## src/rtl/instr_encoder.sv

```systemverilog
// ---------------------------------------------------------------------------
// instr_encoder
//   Assembles 32-bit MIPS instruction words from a symbolic operation plus
//   register/immediate/target fields and streams them into instruction memory
//   at consecutive word addresses, through a small output FIFO.
//
// Ports
//   clk_i        system clock, rising edge
//   rst_i        asynchronous active-low reset
//   flush_i      synchronous clear of FIFO and address counter
//   valid_i      operation presented on the input fields
//   ready_o      encoder accepts the operation this cycle
//   op_sel_i     operation selector (0 ADDU .. 15 JAL)
//   rs_i/rt_i/rd_i, imm_i, target_i   instruction fields
//   we_o         instruction memory write request (FIFO not empty)
//   mem_ready_i  memory accepts the write this cycle
//   addr_o       byte address of the current write
//   instr_o      instruction word of the current write (FIFO head)
//   count_o      FIFO occupancy
//   err_o        destination-is-$0 pulse (ENC_CHECK_EN builds only)
//
// Configuration
//   ENC_CHECK_EN  when defined, builds the destination-register check that
//                 drives err_o; otherwise err_o is tied to 0.
// ---------------------------------------------------------------------------
module instr_encoder #(
    parameter logic [31:0] BASE_ADDR  = 32'h0000_0000,
    parameter int          FIFO_DEPTH = 2
) (
    input  logic                          clk_i,
    input  logic                          rst_i,
    input  logic                          flush_i,
    input  logic                          valid_i,
    output logic                          ready_o,
    input  logic [3:0]                    op_sel_i,
    input  logic [4:0]                    rs_i,
    input  logic [4:0]                    rt_i,
    input  logic [4:0]                    rd_i,
    input  logic [15:0]                   imm_i,
    input  logic [25:0]                   target_i,
    output logic                          we_o,
    input  logic                          mem_ready_i,
    output logic [31:0]                   addr_o,
    output logic [31:0]                   instr_o,
    output logic [$clog2(FIFO_DEPTH):0]   count_o,
    output logic                          err_o
);

    localparam int PTR_W = $clog2(FIFO_DEPTH);
    localparam int CNT_W = PTR_W + 1;
    localparam logic [CNT_W-1:0] DEPTH_C = CNT_W'(FIFO_DEPTH);
    localparam logic [CNT_W-1:0] ONE_C   = CNT_W'(1);

    // Field packing for every supported operation; unused fields are zero.
    function automatic logic [31:0] encode_op(
        input logic [3:0]  op,
        input logic [4:0]  rs,
        input logic [4:0]  rt,
        input logic [4:0]  rd,
        input logic [15:0] imm,
        input logic [25:0] target
    );
        logic [31:0] word;
        case (op)
            4'd0:    word = {6'b000000, rs, rt, rd, 5'b00000, 6'b100001}; // ADDU
            4'd1:    word = {6'b000000, rs, rt, rd, 5'b00000, 6'b100011}; // SUBU
            4'd2:    word = {6'b000000, rs, rt, rd, 5'b00000, 6'b100100}; // AND
            4'd3:    word = {6'b000000, rs, rt, rd, 5'b00000, 6'b100101}; // OR
            4'd4:    word = {6'b000000, rs, rt, rd, 5'b00000, 6'b101010}; // SLT
            4'd5:    word = {6'b000000, rs, 15'h0000, 6'b001000};          // JR
            4'd6:    word = {6'b001000, rs, rt, imm};                      // ADDI
            4'd7:    word = {6'b001011, rs, rt, imm};                      // SLTIU
            4'd8:    word = {6'b001111, 5'b00000, rt, imm};                // LUI
            4'd9:    word = {6'b001101, rs, rt, imm};                      // ORI
            4'd10:   word = {6'b000100, rs, rt, imm};                      // BEQ
            4'd11:   word = {6'b000101, rs, rt, imm};                      // BNE
            4'd12:   word = {6'b100011, rs, rt, imm};                      // LW
            4'd13:   word = {6'b101011, rs, rt, imm};                      // SW
            4'd14:   word = {6'b000010, target};                           // J
            4'd15:   word = {6'b000011, target};                           // JAL
            default: word = 32'h0000_0000;
        endcase
        return word;
    endfunction

    logic [31:0]      mem_q [FIFO_DEPTH];
    logic [PTR_W-1:0] wr_ptr_q, rd_ptr_q;
    logic [CNT_W-1:0] count_q, count_d;
    logic [31:0]      addr_q;
    logic [31:0]      last_q;   // most recently popped word, shown while empty
    logic [31:0]      enc_word_s;
    logic             ready_s, we_s, push_s, pop_s;

    assign enc_word_s = encode_op(op_sel_i, rs_i, rt_i, rd_i, imm_i, target_i);
    assign ready_s    = (count_q < DEPTH_C) && !flush_i;
    assign we_s       = (count_q != {CNT_W{1'b0}});
    assign push_s     = valid_i && ready_s;
    assign pop_s      = we_s && mem_ready_i;

    // Occupancy next state; flush wins over push and pop.
    always_comb begin
        count_d = count_q;
        if (flush_i) begin
            count_d = {CNT_W{1'b0}};
        end else if (push_s && !pop_s) begin
            count_d = count_q + ONE_C;
        end else if (pop_s && !push_s) begin
            count_d = count_q - ONE_C;
        end else begin
            count_d = count_q;
        end
    end

    // FIFO storage, pointers, occupancy and write address counter.
    always_ff @(posedge clk_i or negedge rst_i) begin
        if (!rst_i) begin
            for (int i = 0; i < FIFO_DEPTH; i++) begin
                mem_q[i] <= 32'h0000_0000;
            end
            wr_ptr_q <= {PTR_W{1'b0}};
            rd_ptr_q <= {PTR_W{1'b0}};
            count_q  <= {CNT_W{1'b0}};
            addr_q   <= BASE_ADDR;
            last_q   <= 32'h0000_0000;
        end else begin
            count_q <= count_d;
            if (flush_i) begin
                wr_ptr_q <= {PTR_W{1'b0}};
                rd_ptr_q <= {PTR_W{1'b0}};
                addr_q   <= BASE_ADDR;
            end else begin
                if (push_s) begin
                    mem_q[wr_ptr_q] <= enc_word_s;
                    wr_ptr_q        <= wr_ptr_q + PTR_W'(1);
                end
                if (pop_s) begin
                    last_q   <= mem_q[rd_ptr_q];
                    rd_ptr_q <= rd_ptr_q + PTR_W'(1);
                    addr_q   <= addr_q + 32'd4;   // wraps modulo 2^32
                end
            end
        end
    end

    assign ready_o = ready_s;
    assign we_o    = we_s;
    assign addr_o  = addr_q;
    assign count_o = count_q;
    assign instr_o = we_s ? mem_q[rd_ptr_q] : last_q;

`ifdef ENC_CHECK_EN
    // True when the operation writes a register and that register is $0.
    function automatic logic dest_is_zero(
        input logic [3:0] op,
        input logic [4:0] rt,
        input logic [4:0] rd
    );
        logic hit;
        case (op)
            4'd0, 4'd1, 4'd2, 4'd3, 4'd4:  hit = (rd == 5'd0);
            4'd6, 4'd7, 4'd8, 4'd9, 4'd12: hit = (rt == 5'd0);
            default:                       hit = 1'b0;
        endcase
        return hit;
    endfunction

    logic err_q;

    // One-cycle error pulse following a push that targets $0.
    always_ff @(posedge clk_i or negedge rst_i) begin
        if (!rst_i) begin
            err_q <= 1'b0;
        end else begin
            err_q <= push_s && dest_is_zero(op_sel_i, rt_i, rd_i);
        end
    end

    assign err_o = err_q;
`else
    assign err_o = 1'b0;
`endif

endmodule

```

## config.mk

```make
export PLATFORM = sky130hd
export DESIGN_NAME = instr_encoder
export DESIGN_NICKNAME = d
export VERILOG_FILES = /design/src/rtl/instr_encoder.sv
export SDC_FILE = /design/constraint.sdc
export NUM_CORES = 1
export LEC_CHECK = 0
export BUFFER_PORTS_ARGS = -buffer_cell sky130_fd_sc_hd__buf_2
export CELL_PAD_IN_SITES_DETAIL_PLACEMENT = 1
export CELL_PAD_IN_SITES_GLOBAL_PLACEMENT = 1
export CORE_MARGIN = 1
export CORE_UTILIZATION = 35
export DETAILED_ROUTE_END_ITERATION = 8
export PLACE_DENSITY = 0.68
export SLEW_MARGIN = 20
export SYNTH_ARGS = -nofsm -noshare
export SYNTH_HDL_FRONTEND = slang
export SYNTH_SLANG_ARGS = --single-unit
```

## constraint.sdc

```tcl
create_clock -name clk_i -period 4.1 [get_ports clk_i]
set_input_delay 0.205 -clock clk_i [delete_from_list [all_inputs] [get_ports clk_i]]
set_output_delay 0.205 -clock clk_i [all_outputs]
set_load 0.05 [all_outputs]
```

==> flow_summary.yaml, run 1 <==
sta:
  drv_slew: 0
  maxSlewHeadroom_pct: 30.2
  tightest_slew_ps: 1050
  fin_ws_ps: 1580
  finalCritPeriodShare_pct: 61.5
  setup_viol: 0
  rsz0062_at_grt: "false"
  period_needed_ps: 2520
  finalHoldViolations: 0
  tns_ps: 0
  fmax_ghz: 0.397
  skew_ps: 5.75
floorplan:
  core-area_um2: 18100
  die_y_um: 138
  die_area_um2: 19100
  start_util_pct: 35.8
  io_pins: 135
  rows: 49
  die_w_um: 138
finish:
  drive_gt1_share_pct: 25.1
  final_common_cell: "buf_2"
  n_antenna_cell: 0
  final_cell_mix: "buf_2 (129), dfrtp_1 (126), nand2_1 (88)"
  fin_nets: 868
  n_fill_cell: 2119
  utilization_pct: 43.2
  finalInstanceArea_um2: 7820
  synthToLayoutAreaGrowth_pct: 20.6
worst_setup_path:
  startpoint_type: "flip-flop"
  crit_arrival_ps: 2320
  critical_path_class: "flip-flop to output port"
  path_max_fanout: 32
  cp_data_required_time_ps: 3890
  ff2ff_path_depth: 4
  end_kind: "output port"
drt:
  drc: 18
  drtPass1Iterations: 6
  wl_um: 18200
  drt_iter0_drc: 188
  vias: 5574
  ant_nets: 0
  wl_per_cell_um: 17.4
  vias_per_cell: 5.34
min_path:
  hold_depth: 3
  hold_class: "input port to flip-flop"
pwr:
  power_mw: 4.23
  p_per_area_nw_per_um2: 542
  p_leak_nw: 3.49
  vdd_drop_max_uv: 237
status:
  status: "finished, violations left"
  violations: "DRC"
clocking:
  tritoncts: "yes"
  numCtsBuffers: 17
  numClockSinks: 127
  h-tree-depth: 4
  cts_buffer_depth: 2
  cts.clk_slew.worst_paths_ps: 60
  clock_latency_ps: 410
  cts_root_buffer: "clkbuf_16"
  cts_resized: 0
place:
  routabilityCongestion: 0.789
  portBuffers: 130
  hpwlAfterDp_um: 12500
  pre_cts_ws_ps: 1700
  placed_cell_area_um2: 7230
synthesis:
  yosysSeqAreaShare_pct: 49.0
  ys_warn_count: 0
  synth-edff-count: 0
  netlist_instances: 699
  ys_types: 45
  synthArstFlopShare_pct: 100
  syn_avg_cell_area_um2: 9.27
  ys_ff_latch: 127
  synthesis.area_um2: 6480
  synth_ff_type: "dfrtp_1"
flow_run:
  maxCapViolations: 0
global_route:
  antenna_found_initial: 0
  grt_max_degree: 74
  grt.total_usage_pct: 20.0
  overflow: 0
  grt_pass1_wl_um: 30400
  first_global_vias: 5917
[worst max-delay path, cell delays in order (launching register included)]
cell and delay [ps]:
dfrtp_2 1050, mux2i_1 250, a21oi_1 270, buf_2 300
[Yosys cell counts, drive strengths merged, types with 10 or more instances]
cell / number / area [um2]
nor2: 58 / 218
mux2i: 33 / 330
clkbuf: 43 / 161
or4: 15 / 116
o21ai: 82 / 410
buf: 12 / 72.6
dfrtp: 127 / 3180
nand3: 10 / 50.1
mux2: 33 / 372
o31ai: 16 / 120
nand4: 11 / 68.8
a21oi: 77 / 385
o22ai: 13 / 81.3
nor3b: 12 / 90.1
nand2: 88 / 330
[power breakdown]
| part | switching, mW | leakage, nW | internal, mW |
|---|---|---|---|
| combinational | 0.772 | 1.56 | 0.337 |
| clock | 0.548 | 0.278 | 0.892 |
| sequential | 0.161 | 1.66 | 1.52 |
[routing by layer]
| layer | GRT usage (%) | vias up | routed length (um) |
|---|---|---|---|
| li1 | - | 2686 | - |
| met1 | 25.8 | 2756 | 8360 |
| met2 | 34.0 | 116 | 8880 |
| met3 | 4.09 | 16 | 677 |
| met4 | 5.85 | 0 | 241 |
| met5 | 0 | - | 0 |
[repair_timing]
item | CTS | global route
hold buffers | 1 | 0
setup buffers | 0 | 0
endpoints found under the hold margin | 67 | 0
[layout make-up]
class,count,area (um2),share of cell area [%]
clock inverters,10,86.3,1.10
clock buffers,22,484,6.20
multi-input cells,514,3060,39.2
flip-flops and latches,127,3180,40.7
well taps,229,287,3.67
inverters,6,22.5,0.288
repair buffers,135,693,8.87
[registers in the layout (all words and copies together), names as in the netlist]
name      flops
count_o       2
addr_o       30
rd_ptr_q      1
mem_q        62
last_q       31
wr_ptr_q      1
[stage by stage]
step	hold slack (ps)	std cells
6_report	125	1043
5_1_grt	147	1043
4_1_cts	118	1043
3_5_place_dp	423	1010
3_3_place_gp	408	1010
2_1_floorplan	-90.6	702
[cell families after synthesis]
group / Yosys count / synth area share, %
multiplexers: 66 / 10.8
AO/OA/AOI/OAI: 201 / 17.2
other: 1 / 0.0579
XOR/XNOR: 10 / 1.35
adder cells (fa/ha/maj): 1 / 0.193
AND/OR/NAND/NOR: 232 / 17.4
buffers and inverters: 61 / 3.96
flip-flops: 127 / 49.0
[final timing paths]
path / from / to / slack [ps]
min in group asynchronous: rst_i / addr_o[29]$_DFFE_PN0N_ / 480
min reg2reg: mem_q[1]$_DFFE_PN0P_ / mem_q[1]$_DFFE_PN0P_ / 480
max reg2reg: addr_o[13]$_DFFE_PN0N_ / addr_o[25]$_DFFE_PN0N_ / 1740
min: rd_i[4] / mem_q[47]$_DFFE_PN0P_ / 130
max in group asynchronous: rst_i / mem_q[53]$_DFFE_PN0P_ / 2580
max: rd_ptr_q$_DFFE_PN0N_ / instr_o[13] / 1580
Note: power is estimated with default switching activity, not from simulation.
==> inputs of run 2 (changes only) <==
--- a/config.mk
+++ b/config.mk
@@ -5,13 +5,14 @@
 export SDC_FILE = /design/constraint.sdc
 export NUM_CORES = 1
 export LEC_CHECK = 0
+export ABC_AREA = 1
 export BUFFER_PORTS_ARGS = -buffer_cell sky130_fd_sc_hd__buf_2
 export CELL_PAD_IN_SITES_DETAIL_PLACEMENT = 1
 export CELL_PAD_IN_SITES_GLOBAL_PLACEMENT = 1
 export CORE_MARGIN = 1
 export CORE_UTILIZATION = 35
 export DETAILED_ROUTE_END_ITERATION = 8
-export PLACE_DENSITY = 0.68
+export PLACE_DENSITY = 0.74
 export SLEW_MARGIN = 20
 export SYNTH_ARGS = -nofsm -noshare
 export SYNTH_HDL_FRONTEND = slang
==> constraint.sdc (replaced) <==
create_clock -name clk_i -period 2.25 [get_ports clk_i]
set_input_delay 0.1125 -clock clk_i [delete_from_list [all_inputs] [get_ports clk_i]]
set_output_delay 0.1125 -clock clk_i [all_outputs]
set_load 0.05 [all_outputs]
==> run 2 against run 1 <==
Effect of this change: the run now ends clean; critical path type unchanged; clock-buffer cell count down 3; register-to-register slack worse by 1200 ps; clock power increased by 100%; critical path depth increased by 2.
==> flow_summary.yaml, run 2 <==
status:
  status: "finished clean"
finish:
  layout.cells.non_filler: 1333
  drive_gt1_share_pct: 19.7
  top_register: "mem_q"
  final_cell_mix: "nand2_1 (341), buf_2 (129), dfrtp_1 (126)"
  synthToLayoutAreaGrowth_pct: 23.5
  fin_nets: 1127
  finalInstanceArea_um2: 8370
  n_antenna_cell: 0
  largest_reg_flops: 62
  final_common_cell: "nand2_1"
sta:
  finalHoldViolations: 0
  skew_ps: 12.5
  tightest_slew_ps: 565
  holdWs_ps: 9.43
  drv_slew: 0
  setup_viol: 0
  maxSlewHeadroom_pct: 61.9
  fmax_ghz: 0.475
  tns_ps: 0
  fin_ws_ps: 143
  finalCritPeriodShare_pct: 93.7
  rsz0062_at_grt: "false"
  period_needed_ps: 2110
worst_setup_path:
  startpoint_type: "flip-flop"
  crit_arrival_ps: 1990
  cp_data_required_time_ps: 2140
  critical_path_class: "flip-flop to output port"
  path_max_fanout: 20
  end_kind: "output port"
drt:
  vias_per_cell: 4.81
  routed-wl-met2_um: 9820
  ant_nets: 0
  drc: 0
  dr_wl_met3_um: 541
  wl_um: 20000
  wl_met1_um: 9460
  drt_iter0_drc: 299
  vias: 6411
  drtPass1Iterations: 4
  top_layer: "met4"
  wl_per_cell_um: 15.0
clocking:
  clock_latency_ps: 420
  cts_setup_buffers: 0
  tritoncts: "yes"
  h-tree-depth: 4
  cts_root_buffer: "clkbuf_16"
  cts_buffer_depth: 2
  numCtsBuffers: 17
  cts.clk_slew.worst_paths_ps: 60
  numClockSinks: 127
synthesis:
  syn_avg_cell_area_um2: 7.27
  yosysTopAreaCellShare_pct: 46.9
  yosys-top-cells-area: "dfrtp_1 (47%), nand2_1 (19%), o21ai_0 (10%)"
  yosysSeqAreaShare_pct: 46.9
  ys_warn_count: 0
  synth-edff-count: 0
  netlist_instances: 932
  synthTopCellsByCount: "nand2_1 (341), o21ai_0 (142), dfrtp_1 (127)"
  ys_types: 34
  ys_ff_latch: 127
  synthArstFlopShare_pct: 100
  synthesis.area_um2: 6780
  synth_ff_type: "dfrtp_1"
  synth_top_cell_by_area: "dfrtp_1"
  yosysMostFrequentCell: "nand2_1"
global_route:
  antenna_found_initial: 0
  grt.total_usage_pct: 21.5
  first_global_vias: 6611
  overflow: 0
  grt_max_degree: 64
  grt_pass1_wl_um: 33500
floorplan:
  io_pins: 135
  die_area_um2: 19900
  die_w_um: 141
  start_util_pct: 36.0
  core-area_um2: 18800
  rows: 50
  die_y_um: 141
place:
  placed_cell_area_um2: 7730
  place_inst: 1299
  routabilityCongestion: 0.832
  portBuffers: 130
  pre_cts_ws_ps: 563
  hpwlAfterDp_um: 14300
min_path:
  hold_class: "input port to flip-flop"
pwr:
  p_per_area_nw_per_um2: 1290
  vdd_drop_max_uv: 689
  p_leak_nw: 4.15
flow_run:
  maxCapViolations: 0
-- run 2: cell count changes after synthesis, sizes merged, moves of 16 or more --
cell	delta
nand2	+258
nor2	+18
inv	+99
mux2	-25
nand3	+25
clkbuf	-30
a21oi	-64
o21ai	+65
mux2i	-33
o31ai	-16
-- run 2: logic make-up after synthesis --
logic type | share of synthesized area, %
other | 0.0553
DFF | 46.9
AOI/OAI and AO/OA | 13.4
muxes | 1.33
and+or+nand+nor | 29.1
xor gates and xnor gates | 0.129
adders and majority gates | 0.185
buffers and inverters | 8.93
-- run 2: critical path, stage by stage, from the launching register on --
cell and delay [ps]:
dfrtp_2 590, buf_4 270, mux2_2 370, nand2_1 60, o21ai_1 70, buf_2 220
-- run 2: cell type report --
class / instances / area (um2)
fillers: 2385 / 10500
flip-flops and latches: 127 / 3180
multi-input cells: 662 / 3010
repair buffers: 146 / 841
clock buffers: 19 / 453
inverters: 106 / 398
well taps: 260 / 325
clock inverters: 13 / 163
-- run 2: report_power, final --
group	total (mW)	leakage (nW)	switching, mW	internal, mW
Clock	2.88	0.307	1.07	1.80
Combinational	4.52	2.17	3.38	1.14
Sequential	3.44	1.66	0.386	3.05
-- run 2: timing repair --
action	CTS	global route
endpoints found under the setup margin	0	1
gates resized for setup	0	1
hold endpoints to repair	82	0
hold buffers	2	0
-- run 2: path summary, 6_finish.rpt --
check	startpoint	endpoint	slack, ps	cells past startpoint
setup / recovery	rd_ptr_q$_DFFE_PN0N_	instr_o[7]	140	5
hold / removal	imm_i[10]	mem_q[10]$_DFFE_PN0P_	9	3
setup reg to reg	addr_o[3]$_DFFE_PN0N_	addr_o[20]$_DFFE_PN0N_	590	8
min in group asynchronous	rst_i	count_o[1]$_DFFE_PN0P_	150	2
max in group asynchronous	rst_i	mem_q[50]$_DFFE_PN0P_	1440	3
hold reg to reg	mem_q[28]$_DFFE_PN0P_	mem_q[28]$_DFFE_PN0P_	470	2
-- run 2: layer usage --
layer  GRT usage [%]  vias up
met1            28.4     3092
met2            36.5      107
met5               0        -
met3            4.21       13
li1                -     3199
met4            4.35        0
-- run 2: metrics by stage --
stage          power (mW)  utilization [%]
3_3_place_gp         7.91             41.1
5_1_grt              11.5             44.5
4_1_cts              11.0             44.5
3_5_place_dp         8.01             41.1
6_report             10.8             44.5
2_1_floorplan        6.73                -
